### src/rtl/alu_muldiv_seq.sv
`default_nettype none
// +-----------------------------------------------------------------------------+
// | alu_muldiv_seq: shift-add MUL and restoring DIVU/REMU sequenced over the     |
// | shared Alu using only its ADD, SUB and SLTU operations.   Rev 1.0            |
// +-----------------------------------------------------------------------------+
module alu_muldiv_seq #(
   parameter int         XLEN    = 32,
   parameter logic [3:0] OP_ADD  = 4'b0000,
   parameter logic [3:0] OP_SUB  = 4'b0001,
   parameter logic [3:0] OP_SLTU = 4'b1100
) (
   input  logic            clk,
   input  logic            rst_n,
   input  logic            in_valid,
   output logic            in_ready,
   input  logic [1:0]      in_op,
   input  logic [XLEN-1:0] in_a,
   input  logic [XLEN-1:0] in_b,
   output logic            out_valid,
   input  logic            out_ready,
   output logic [XLEN-1:0] out_res,
   output logic            alu_own,
   output logic [3:0]      alu_op,
   output logic [XLEN-1:0] alu_a,
   output logic [XLEN-1:0] alu_b,
   input  logic [XLEN-1:0] alu_res
);

   localparam int                c_cnt_w    = $clog2(XLEN);
   localparam logic [c_cnt_w-1:0] c_cnt_last = c_cnt_w'(XLEN - 1);
   localparam logic [1:0]        c_op_mul   = 2'b00;
   localparam logic [1:0]        c_op_divu  = 2'b01;
   localparam logic [1:0]        c_op_remu  = 2'b10;

   typedef enum logic [2:0] {
      S_IDLE    = 3'd0,
      S_MUL_ADD = 3'd1,
      S_DIV_CMP = 3'd2,
      S_DIV_SUB = 3'd3,
      S_DONE    = 3'd4
   } state_t;

   state_t             r_state;
   logic [XLEN-1:0]    r_acc;
   logic [XLEN-1:0]    r_mcand;
   logic [XLEN-1:0]    r_quot;      // multiplier while multiplying, quotient while dividing
   logic [XLEN-1:0]    r_rem;
   logic               r_rem_top;
   logic [XLEN-1:0]    r_divisor;
   logic [c_cnt_w-1:0] r_cnt;
   logic [1:0]         r_op_q;
   logic               r_in_ready;
   logic               r_out_valid;
   logic [XLEN-1:0]    r_out_res;
   logic               r_alu_own;

   logic [XLEN-1:0]    w_acc_mul;
   logic [XLEN-1:0]    w_shift;
   logic               w_ge;
   logic [XLEN-1:0]    w_rem_sub;
   logic [XLEN-1:0]    w_quot_sub;

   assign in_ready  = r_in_ready;
   assign out_valid = r_out_valid;
   assign out_res   = r_out_res;
   assign alu_own   = r_alu_own;

   // The 33-bit partial remainder is {rem_top, rem}; the carry bit makes ge true outright.
   always_comb begin
      w_acc_mul  = r_quot[0] ? alu_res : r_acc;
      w_shift    = {r_rem[XLEN-2:0], r_quot[XLEN-1]};
      w_ge       = r_rem[XLEN-1] | ~alu_res[0];
      w_rem_sub  = r_rem_top ? alu_res : r_rem;
      w_quot_sub = {r_quot[XLEN-1:1], r_quot[0] | r_rem_top};
      alu_op     = OP_ADD;
      alu_a      = '0;
      alu_b      = '0;
      case (r_state)
         S_MUL_ADD: begin
            alu_op = OP_ADD;
            alu_a  = r_acc;
            alu_b  = r_mcand;
         end
         S_DIV_CMP: begin
            alu_op = OP_SLTU;
            alu_a  = w_shift;
            alu_b  = r_divisor;
         end
         S_DIV_SUB: begin
            alu_op = OP_SUB;
            alu_a  = r_rem;
            alu_b  = r_divisor;
         end
         default: ;
      endcase
   end

   always_ff @(posedge clk) begin
      if (!rst_n) begin
         r_state     <= S_IDLE;
         r_acc       <= '0;
         r_mcand     <= '0;
         r_quot      <= '0;
         r_rem       <= '0;
         r_rem_top   <= 1'b0;
         r_divisor   <= '0;
         r_cnt       <= '0;
         r_op_q      <= '0;
         r_in_ready  <= 1'b1;
         r_out_valid <= 1'b0;
         r_out_res   <= '0;
         r_alu_own   <= 1'b0;
      end else begin
         case (r_state)
            S_IDLE: begin
               if (in_valid) begin
                  r_in_ready <= 1'b0;
                  r_op_q     <= in_op;
                  r_cnt      <= '0;
                  case (in_op)
                     c_op_mul: begin
                        r_acc     <= '0;
                        r_mcand   <= in_a;
                        r_quot    <= in_b;
                        r_alu_own <= 1'b1;
                        r_state   <= S_MUL_ADD;
                     end
                     c_op_divu, c_op_remu: begin
                        r_quot    <= in_a;
                        r_rem     <= '0;
                        r_rem_top <= 1'b0;
                        r_divisor <= in_b;
                        r_alu_own <= 1'b1;
                        r_state   <= S_DIV_CMP;
                     end
                     default: begin
                        r_acc       <= '0;
                        r_out_res   <= '0;
                        r_out_valid <= 1'b1;
                        r_state     <= S_DONE;
                     end
                  endcase
               end
            end
            S_MUL_ADD: begin
               r_acc   <= w_acc_mul;
               r_mcand <= r_mcand << 1;
               r_quot  <= r_quot >> 1;
               r_cnt   <= r_cnt + 1'b1;
               if (r_cnt == c_cnt_last) begin
                  r_alu_own   <= 1'b0;
                  r_out_valid <= 1'b1;
                  r_out_res   <= w_acc_mul;
                  r_state     <= S_DONE;
               end
            end
            S_DIV_CMP: begin
               r_rem     <= w_shift;
               r_rem_top <= w_ge;
               r_quot    <= r_quot << 1;
               r_state   <= S_DIV_SUB;
            end
            S_DIV_SUB: begin
               r_rem  <= w_rem_sub;
               r_quot <= w_quot_sub;
               r_cnt  <= r_cnt + 1'b1;
               if (r_cnt == c_cnt_last) begin
                  r_alu_own   <= 1'b0;
                  r_out_valid <= 1'b1;
                  r_out_res   <= (r_op_q == c_op_remu) ? w_rem_sub : w_quot_sub;
                  r_state     <= S_DONE;
               end else begin
                  r_state <= S_DIV_CMP;
               end
            end
            S_DONE: begin
               if (out_ready) begin
                  r_out_valid <= 1'b0;
                  r_in_ready  <= 1'b1;
                  r_state     <= S_IDLE;
               end
            end
            default: r_state <= S_IDLE;
         endcase
      end
   end

endmodule
`default_nettype wire

### config.mk
export PLATFORM = sky130hd
export DESIGN_NAME = alu_muldiv_seq
export DESIGN_NICKNAME = d
export VERILOG_FILES = /design/src/rtl/alu_muldiv_seq.sv
export SDC_FILE = /design/constraint.sdc
export NUM_CORES = 1
export LEC_CHECK = 0
export ABC_AREA = 1
export CORE_ASPECT_RATIO = 0.8
export CORE_UTILIZATION = 40
export DETAILED_ROUTE_END_ITERATION = 7
export PLACE_DENSITY_LB_ADDON = 0.15
export SLEW_MARGIN = 20
export SYNTH_ARGS = -nofsm -noshare
export SYNTH_HDL_FRONTEND = slang
export SYNTH_SLANG_ARGS = --single-unit
### constraint.sdc
create_clock -name clk -period 2.5 [get_ports clk]
set_input_delay 0.25 -clock clk [delete_from_list [all_inputs] [get_ports clk]]
set_output_delay 0.25 -clock clk [all_outputs]
set_load 0.01 [all_outputs]
# ---- After elaboration in Yosys (flattened, before gate mapping)
# Cells that the tools add are included.
dict set report totals {
  regBits 206
  in_bits 102
  wordCells 113
}
dict set report op_classes {
  addsub 1
  eq_ne 19
  muxes 46
  bitwise_logic 4
  reduce_logical 29
}
# cell count
set ops {}
lappend ops {{$mux W32} 14}
lappend ops {{$pmux W32 S3} 3}
lappend ops {{$pmux W32 S2} 4}
lappend ops {{$pmux W32 S4} 1}
lappend ops {{$reduce_and A3 Y1} 8}
lappend ops {{$pmux W3 S5} 1}
lappend ops {{$ne A2 B2 Y1 const B} 7}
lappend ops {{$mux W3} 4}
lappend ops {{$reduce_bool A3 Y1} 4}
lappend ops {{$mux W1} 11}
lappend ops {{$pmux W5 S2} 1}
lappend ops {{$reduce_and A5 Y1} 2}
lappend ops {{$pmux W4 S2} 1}
lappend ops {{$reduce_and A4 Y1} 2}
lappend ops {{$reduce_bool A2 Y1} 4}
lappend ops {{$eq A3 B2 Y1 const B} 2}
lappend ops {{$ne A2 B1 Y1 const B} 3}
lappend ops {{$pmux W1 S2} 3}
lappend ops {{$pmux W3 S2} 1}
lappend ops {{$reduce_or A2 Y1} 3}
lappend ops {{$add A5 B1 Y5 const B} 1}
lappend ops {{$eq A5 B5 Y1 const B} 1}
lappend ops {{$mux W5} 1}
lappend ops {{$eq A2 B2 Y1 const B} 2}
lappend ops {{other kinds (12)} 15}

# ---- Depth between registers and ports, before layout
# Gate-level depths: netlist of the first run.
dict set report depth {
  ltp_word 5
  ltp_mapped 11
}

# ---- Worst setup path after synthesis of the first run
# OpenSTA, ideal clock, no wires.
dict set report synth_path {
  path_type {register to output}
  from {reg r_state[0]}
  to {out alu_a[0]}
  arrival_time_ns 1.396
  required_ns 2.250
  path_slack_ns 0.854
  stages_incl_launch_ff 8
  path_buffers 3
  cell_sequence {dfxtp_1 -> inv_2 -> nor2_2 -> nand2_1 -> buf_4 -> buf_2 -> buf_2 -> o211ai_1}
}
dict set report synth_via {
  elab_chain_len 2
  elab_cells_between_ends 4
}
# item line
set synth_rtl {}
lappend synth_rtl {{start, declared} 43} ;# state_t r_state;
lappend synth_rtl {{start signal, assigned} 100} ;# r_state <= S_IDLE;
lappend synth_rtl {{start signal, assigned} 126} ;# r_state <= S_MUL_ADD;
lappend synth_rtl {{start signal, assigned} 134} ;# r_state <= S_DIV_CMP;
lappend synth_rtl {{$eq A3 B2 Y1 or $eq A3 B1 Y1 (tied branches)} 78} ;# case (r_state)
lappend synth_rtl {{$pmux W32 S3 *} 78}
lappend synth_rtl {{end, declared} 24} ;# output logic [XLEN-1:0] alu_a,
# Mark *: on every way between the ends. The rest lies on a longest branch, timed or not.

# ---- Worst setup path after layout of the first run
dict set report layout_path {
  from {reg r_state[2]}
  to {out alu_a[16]}
}
# The elaborated chain is that of the path after synthesis.

==> summary.txt, run 1 <==
Setup path
  • Buf/Inv on CP: 3
  • Crit start category: flop
  • CP peak stage delay: around 0.39 ns
  • Crit path cell chain: nor2_4 -> nand2_1 -> inv_2 -> bufbuf_16 -> nand2_1 -> o211ai_1 -> clkdlybuf4s15_1
  • CP most frequent cell: nand2_1
  • Worst Path Max Fanout: 17
  • R2r endpoint: r_rem[27]
  • R2R Setup Slk: about 0.28 ns
  • Crit path max-delay cell type: dfxtp_2
  • Crit. End Element: output pin
  • Delay-heaviest family, CP: buffers and inverters
  • Worst r2r path cells: 9
  • Kind of critical path: reg -> out
  • Levels on crit path: 7
  • Worst path required time: 2.25 ns
  • Reg-to-Reg Start: r_state[1]
  • CP arrival: approximately 2.1 ns

Power
  • P per Cell Area: 738 nW/µm²
  • Pint: around 0.0071 W
  • Logic pwr share: 28.5%
  • Leakage: 6.46 nW
  • Switch share: 34.4%
  • Seq pwr share: 35.4%
  • Psw: 0.00375 W
  • Max VDD drop: 0.452 mV
  • Share of total power in the clock network: 36.0%

Synth
  • Predominant post-synthesis flop cell: dfxtp_1
  • Synth area leader: dfxtp_1
  • Synth area leaders: dfxtp_1, nand2_1, a21oi_1
  • Cells after Synth: roughly 1900
  • Synthesized cell area: about 12000 µm²
  • Avg Cell Area, Syn: 6.02 µm²
  • Most frequent cells after synthesis: nand2_1, dfxtp_1, inv_1, a21oi_1, o21ai_0
  • Most common cell in the netlist: nand2_1
  • Flops & latches, synth: between 200 and 250
  • Unique masters post-synth: 24
  • Syn nets: 2023
  • Register area share after synthesis: between 30% and 40%
  • Synth top area share: 35.7%
  • Post-synth ARST share: 0%
  • Post-synth EDFFs: 0
  • YS warnings: 0

GRT
  • GRT Util Overall: approximately a quarter
  • GRT overflow: 0
  • Global-route wire length before repair: 63.1 mm
  • Vias in the first global route: 12000
  • Largest net degree at the start of global routing: between 90 and 100
  • Initial antenna violation count: 0

Placement
  • # placed instances: roughly 2400
  • Number of port buffers: 203
  • RePlAce Congestion: between 0.8 and 0.9
  • Dpl ws: about 0.26 ns
  • DP Wirelength: 25.5 mm

STA
  • Worst-Margin Slew: 0.557 ns
  • Setup TNS: 0 ns
  • Fmax: 420 MHz
  • Final period utilization: 95.3%
  • Setup Skew: 0.00785 ns
  • Min Tclk post-route: ~2.4 ns
  • Final setup margin: 0.118 ns
  • Final Hold Fails: 0
  • Slew headroom: 62.9%
  • Final Max Slew Viols: 0
  • Setup-violating endpoint count in the final report: 0
  • RSZ-0062 raised after global routing: false

Die
  • Core area: 28300 µm²
  • DIE WIDTH: 192 µm
  • Initial Util: 40.8%
  • Die area: just under 30000 µm²
  • Row count: 55
  • Die Height: between 150 and 200 µm
  • IO Pins: 205

Detailed routing
  • DRT Pass-1 Iters: 5
  • Highest routed layer: met4
  • DR vias/cell: 5.14
  • WL met3: 2.69 mm
  • Number of DRC markers in iteration 0: 971
  • Wire per inst: 16.0 µm
  • DRT Wirelength: approximately 39 mm
  • Number of remaining DRC errors: 0
  • Antenna Nets Post-Route: 0
  • Metal-1 WL: 18.6 mm
  • Vias: 12600
  • Met2 WL post-DR: 17.2 mm

CTS
  • Root Buffer Master: clkbuf_16
  • CTS sink count: between 200 and 250
  • CTS tree: built
  • CTS max path bufs: 3
  • Clock latency on the worst-skew pair: 0.52 ns
  • CTS Buf Count: 24
  • Clock slew at reported path FFs: roughly 0.060 ns
  • H-tree levels: 1

Layout
  • Layout area overhead: 28.1%
  • Reg area: roughly 4100 µm²
  • Number of diodes: 0
  • Share of cells above drive strength 1: 5.44%
  • Post-Layout Cell Count: 2446
  • Area taken by multi-input logic gates: 6220 µm²
  • Nets@finish: 2164
  • Fillers: 2893

Min path
  • Hold depth: 3
  • Hold wc startpoint: rst_n
  • Hold path endpoint: r_divisor[28]
  • HP Class: in -> reg

Job
  • Total of max-cap violations: 0

Run status
  • Run status: complete, no violations
## metrics by stage
stage | hold WS [ns] | power, W | area (µm²) | util (%)
after global routing | 0.184 | 0.0115 | 14800 | 52.2
after CTS | 0.147 | 0.0110 | 14800 | 52.2
after floorplan | 0.395 | 0.00587 | 11500 | -
after detailed placement | 0.437 | 0.00696 | 13900 | 49.0
final | 0.163 | 0.0109 | 14800 | 52.2
after global placement | 0.433 | 0.00692 | 13900 | 49.0
## cell families after synthesis
kind of cell,after synthesis,synth area share (%)
AND/OR/NAND/NOR,1032,35.7
AO/OA/AOI/OAI,372,17.5
buffers and inverters,302,10.6
flip-flops,206,35.7
adder cells (fa/ha/maj),4,0.434
other,1,0.0325
## final cells by class
class | count | share of cell area [%]
Clock buffer | 31 | 4.66
Clock inverter | 13 | 1.30
Inverter | 176 | 4.51
Multi-Input combinational cell | 1409 | 42.1
Sequential cell | 206 | 27.9
Tap cell | 370 | 3.13
Timing Repair Buffer | 241 | 16.4
## sequential cells by signal, summed over array words and instances, names as in the netlist, 2 cells and up
| register | cells |
|---|---|
| r_divisor | 32 |
| r_state | 3 |
| r_cnt | 5 |
| r_rem | 32 |
| r_acc | 32 |
| r_op_q | 2 |
| out_res | 32 |
| r_mcand | 32 |
| r_quot | 32 |
## layout by cell type (no fill, tap or decap), types with 2 or more instances in the layout
cell and count:
clkbuf_2 7, clkbuf_8 4, clkbuf_16 25, nand4_1 2, o211ai_1 63, a21oi_1 163
nand2_1 799, and2_1 32, ha_1 4, clkdlybuf4s15_1 8, buf_4 25, inv_4 2
inv_2 5, o21ai_1 13, inv_1 168, nand2_2 7, clkbuf_1 2, dfxtp_1 202
buf_12 11, clkinv_2 7, nor2_1 91, dlymetal6s2s_1 5, clkdlybuf4s50_1 138, nor2_4 6
dfxtp_2 4, nand3_1 93, bufinv_16 5, dlygate4sd2_1 44, o21ai_0 133
## worst max-delay path by stage
| stage | startpoint | endpoint | slack (ns) |
|---|---|---|---|
| floorplan | r_state[0] | alu_a[0] | 0.85 |
| global placement | r_state[1] | r_rem[27] | 0.26 |
| detailed placement | r_state[2] | r_mcand[23] | 0.26 |
| CTS | r_state[2] | alu_a[26] | 0.008 |
| global route | r_state[2] | alu_a[30] | 0.001 |
| finish | r_state[2] | alu_a[16] | 0.12 |
## power by group through the flow
stage	registers, W	clock network (W)	logic, W
3_3_place_gp	0.00391	0	0.00301
6_report	0.00386	0.00393	0.00311
3_5_place_dp	0.00392	0	0.00305
5_1_grt	0.00390	0.00412	0.00350
4_1_cts	0.00385	0.00399	0.00311
2_1_floorplan	0.00384	0	0.00203
## layer usage
| metal | GRT usage, % | up-vias |
|---|---|---|
| met1 | 38.2 | 5773 |
| li1 | - | 6337 |
| met3 | 3.36 | 47 |
| met2 | 42.1 | 427 |
| met4 | 5.67 | 0 |
| met5 | 0 | - |
## tightest hold or removal path: stages
cell and delay, ns:
buf_2 0.22, o21ai_0 0.12, a21oi_1 0.04
## what timing repair did
action	4_1_cts	5_1_grt
hold buffers	0	0
endpoints found under the hold margin	0	0
gates cloned	2	0
endpoints found under the setup margin	64	15
buffers inserted	2	0
gates resized for setup	67	28
pin swaps	4	0
(Power assumes the default switching activity.)
==> run 2: changes to the inputs <==
--- a/config.mk
+++ b/config.mk
@@ -7,6 +7,7 @@
 export LEC_CHECK = 0
 export ABC_AREA = 1
 export CORE_ASPECT_RATIO = 0.8
+export CORE_MARGIN = 2
 export CORE_UTILIZATION = 40
 export DETAILED_ROUTE_END_ITERATION = 7
 export PLACE_DENSITY_LB_ADDON = 0.15
==> run 2 against run 1 <==
Die area grew 2.4%. Highest routed layer unchanged. Sequential cell count is the same. Worst hold slack gained 0.017 ns. Register-to-register slack gained 0.08 ns. Sequential share of layout area grew 0.22 points. Non-clock buffer count grew 7. Critical path depth grew 2. Power shrank 5.9%.
==> summary.txt, run 2 (synthesis gave the netlist of run 1 again) <==
Layout
  • Nets@finish: between 2000 and 2500
  • Number of diodes: 0
  • Post-Layout Cell Count: between 2000 and 2500
  • Layout area overhead: 27.0%
  • Share of cells above drive strength 1: 5.39%
  • Leading cell types in the layout, fill and taps excluded: nand2_1, dfxtp_1, inv_1
  • Commonest non-fill, non-tap cell in the layout: nand2_1

STA
  • Final Hold Fails: 0
  • Final period utilization: 96.4%
  • Setup-violating endpoint count in the final report: 0
  • Final Max Slew Viols: 0
  • Fmax: 415 MHz
  • Slew headroom: about 60%
  • Min Tclk post-route: 2.41 ns
  • Setup Skew: just under 0.009 ns
  • Setup TNS: 0 ns
  • Worst-Margin Slew: 0.593 ns

Min path
  • Hold wc startpoint: rst_n
  • Hold depth: 3
  • Hold path endpoint: out_res[17]
  • HP Class: in -> reg

Detailed routing
  • Vias: ~12000
  • DR vias/cell: 5.10
  • Antenna Nets Post-Route: 0
  • Number of DRC markers in iteration 0: 921
  • Wire per inst: 15.9 µm
  • DRT Pass-1 Iters: 5
  • Number of remaining DRC errors: 0
  • DRT Wirelength: 39.0 mm

CTS
  • CTS max path bufs: 3
  • Clock slew at reported path FFs: roughly 0.060 ns
  • CTS sink count: 206
  • CTS tree: built
  • H-tree levels: 1
  • Root Buffer Master: clkbuf_16
  • CTS Buf Count: 24
  • Clock latency on the worst-skew pair: 0.52 ns

Placement
  • Number of port buffers: 203
  • DP Wirelength: 25.9 mm
  • # placed instances: between 2000 and 2500
  • RePlAce Congestion: a little under 0.9

Die
  • DIE WIDTH: between 150 and 200 µm
  • Core area: 28400 µm²
  • IO Pins: 205
  • Die area: 30200 µm²
  • Die Height: 156 µm
  • Row count: 55
  • Initial Util: 40.7%

Setup path
  • Worst path required time: 2.25 ns
  • Reg-to-Reg Start: r_state[2]
  • Worst r2r path cells: 8
  • Crit. End Element: output pin
  • R2r endpoint: r_rem[5]
  • Crit start category: flop
  • Worst Path Max Fanout: 17
  • R2R Setup Slk: 0.36 ns
  • CP arrival: 2.16 ns
  • Kind of critical path: reg -> out

Power
  • Seq pwr share: 37.6%
  • Psw: 0.00368 W
  • Leakage: 6.57 nW
  • Max VDD drop: 0.498 mV
  • Share of total power in the clock network: 32.2%
  • P per Cell Area: between 600 and 700 nW/µm²
  • Pint: approximately 0.0066 W
  • Logic pwr share: 30.2%
  • Switch share: 35.9%

GRT
  • GRT overflow: 0
  • Vias in the first global route: 12000
  • Initial antenna violation count: 0
  • Largest net degree at the start of global routing: 80
  • Global-route wire length before repair: around 63 mm
  • GRT Util Overall: around a quarter

Run status
  • Run status: complete, no violations

Job
  • Total of max-cap violations: 0
-- run 2: cell count changes in the layout (fill, tap and decap cells not counted), sizes merged --
cell	delta
clkbuf	+9
bufinv	-5
clkdlybuf4s15	-8
clkinvlp	-1
bufbuf	-1
dlygate4sd2	-6
dlymetal6s2s	+11
clkinv	-3
buf	+7
-- run 2: cell type report --
cell class / count / area, µm²
sequential: 206 / 4130
clock buffer: 36 / 687
inverter: 176 / 666
multi-input combinational: 1409 / 6240
fill: 3022 / 13700
tap: 370 / 463
timing repair buffer: 248 / 2460
clock inverter: 4 / 20.0
-- run 2: metal layers --
metal,wire length (µm),GRT usage (%)
met1,18600,35.0
met2,17500,41.9
met3,2280,3.63
met4,639,5.01
met5,0,0
-- run 2: stage by stage --
stage	util [%]	hold slack, ns	total power, W	worst slack [ns]	instance area [µm²]
2_1_floorplan	-	0.395	0.00587	0.854	11500
3_3_place_gp	49.0	0.433	0.00692	0.244	13900
3_5_place_dp	49.0	0.438	0.00695	0.179	13900
4_1_cts	51.5	0.180	0.0103	-0.180	14600
5_1_grt	51.7	0.180	0.0109	-0.0464	14700
6_report	51.7	0.180	0.0103	0.0907	14700
-- run 2: timing repair --
action | 4_1_cts | 5_1_grt
setup endpoints to repair | 64 | 40
hold buffers | 0 | 0
pin swaps | 0 | 1
resized for setup | 55 | 41
gates cloned | 1 | 1
setup buffers | 1 | 1
-- run 2: critical path, cell delays in order (launching register included) --
cell	delay, ns
dfxtp_1	0.34
buf_4	0.18
nor2_4	0.16
nand2_1	0.10
inv_2	0.09
buf_4	0.14
clkbuf_16	0.19
nand2_1	0.10
o211ai_1	0.12
dlymetal6s2s_1	0.22
-- run 2: worst max path at each step --
stage / cells after the start / slack, ns / to / startpoint
after floorplan: 7 / 0.85 / alu_a[0] / r_state[0]
after global placement: 9 / 0.24 / r_acc[26] / in_op[0]
after detailed placement: 9 / 0.18 / r_acc[26] / in_op[0]
after CTS: 6 / -0.18 / alu_a[23] / r_state[0]
after global routing: 9 / -0.05 / alu_a[30] / r_state[2]
final: 9 / 0.09 / alu_a[30] / r_state[2]
-- run 2: power by group through the flow --
| stage | clock [W] | combinational, W | sequential, W |
|---|---|---|---|
| 6_report | 0.00330 | 0.00310 | 0.00386 |
| 5_1_grt | 0.00350 | 0.00347 | 0.00389 |
| 4_1_cts | 0.00335 | 0.00307 | 0.00385 |
| 3_5_place_dp | 0 | 0.00304 | 0.00391 |
| 3_3_place_gp | 0 | 0.00301 | 0.00391 |
| 2_1_floorplan | 0 | 0.00203 | 0.00384 |
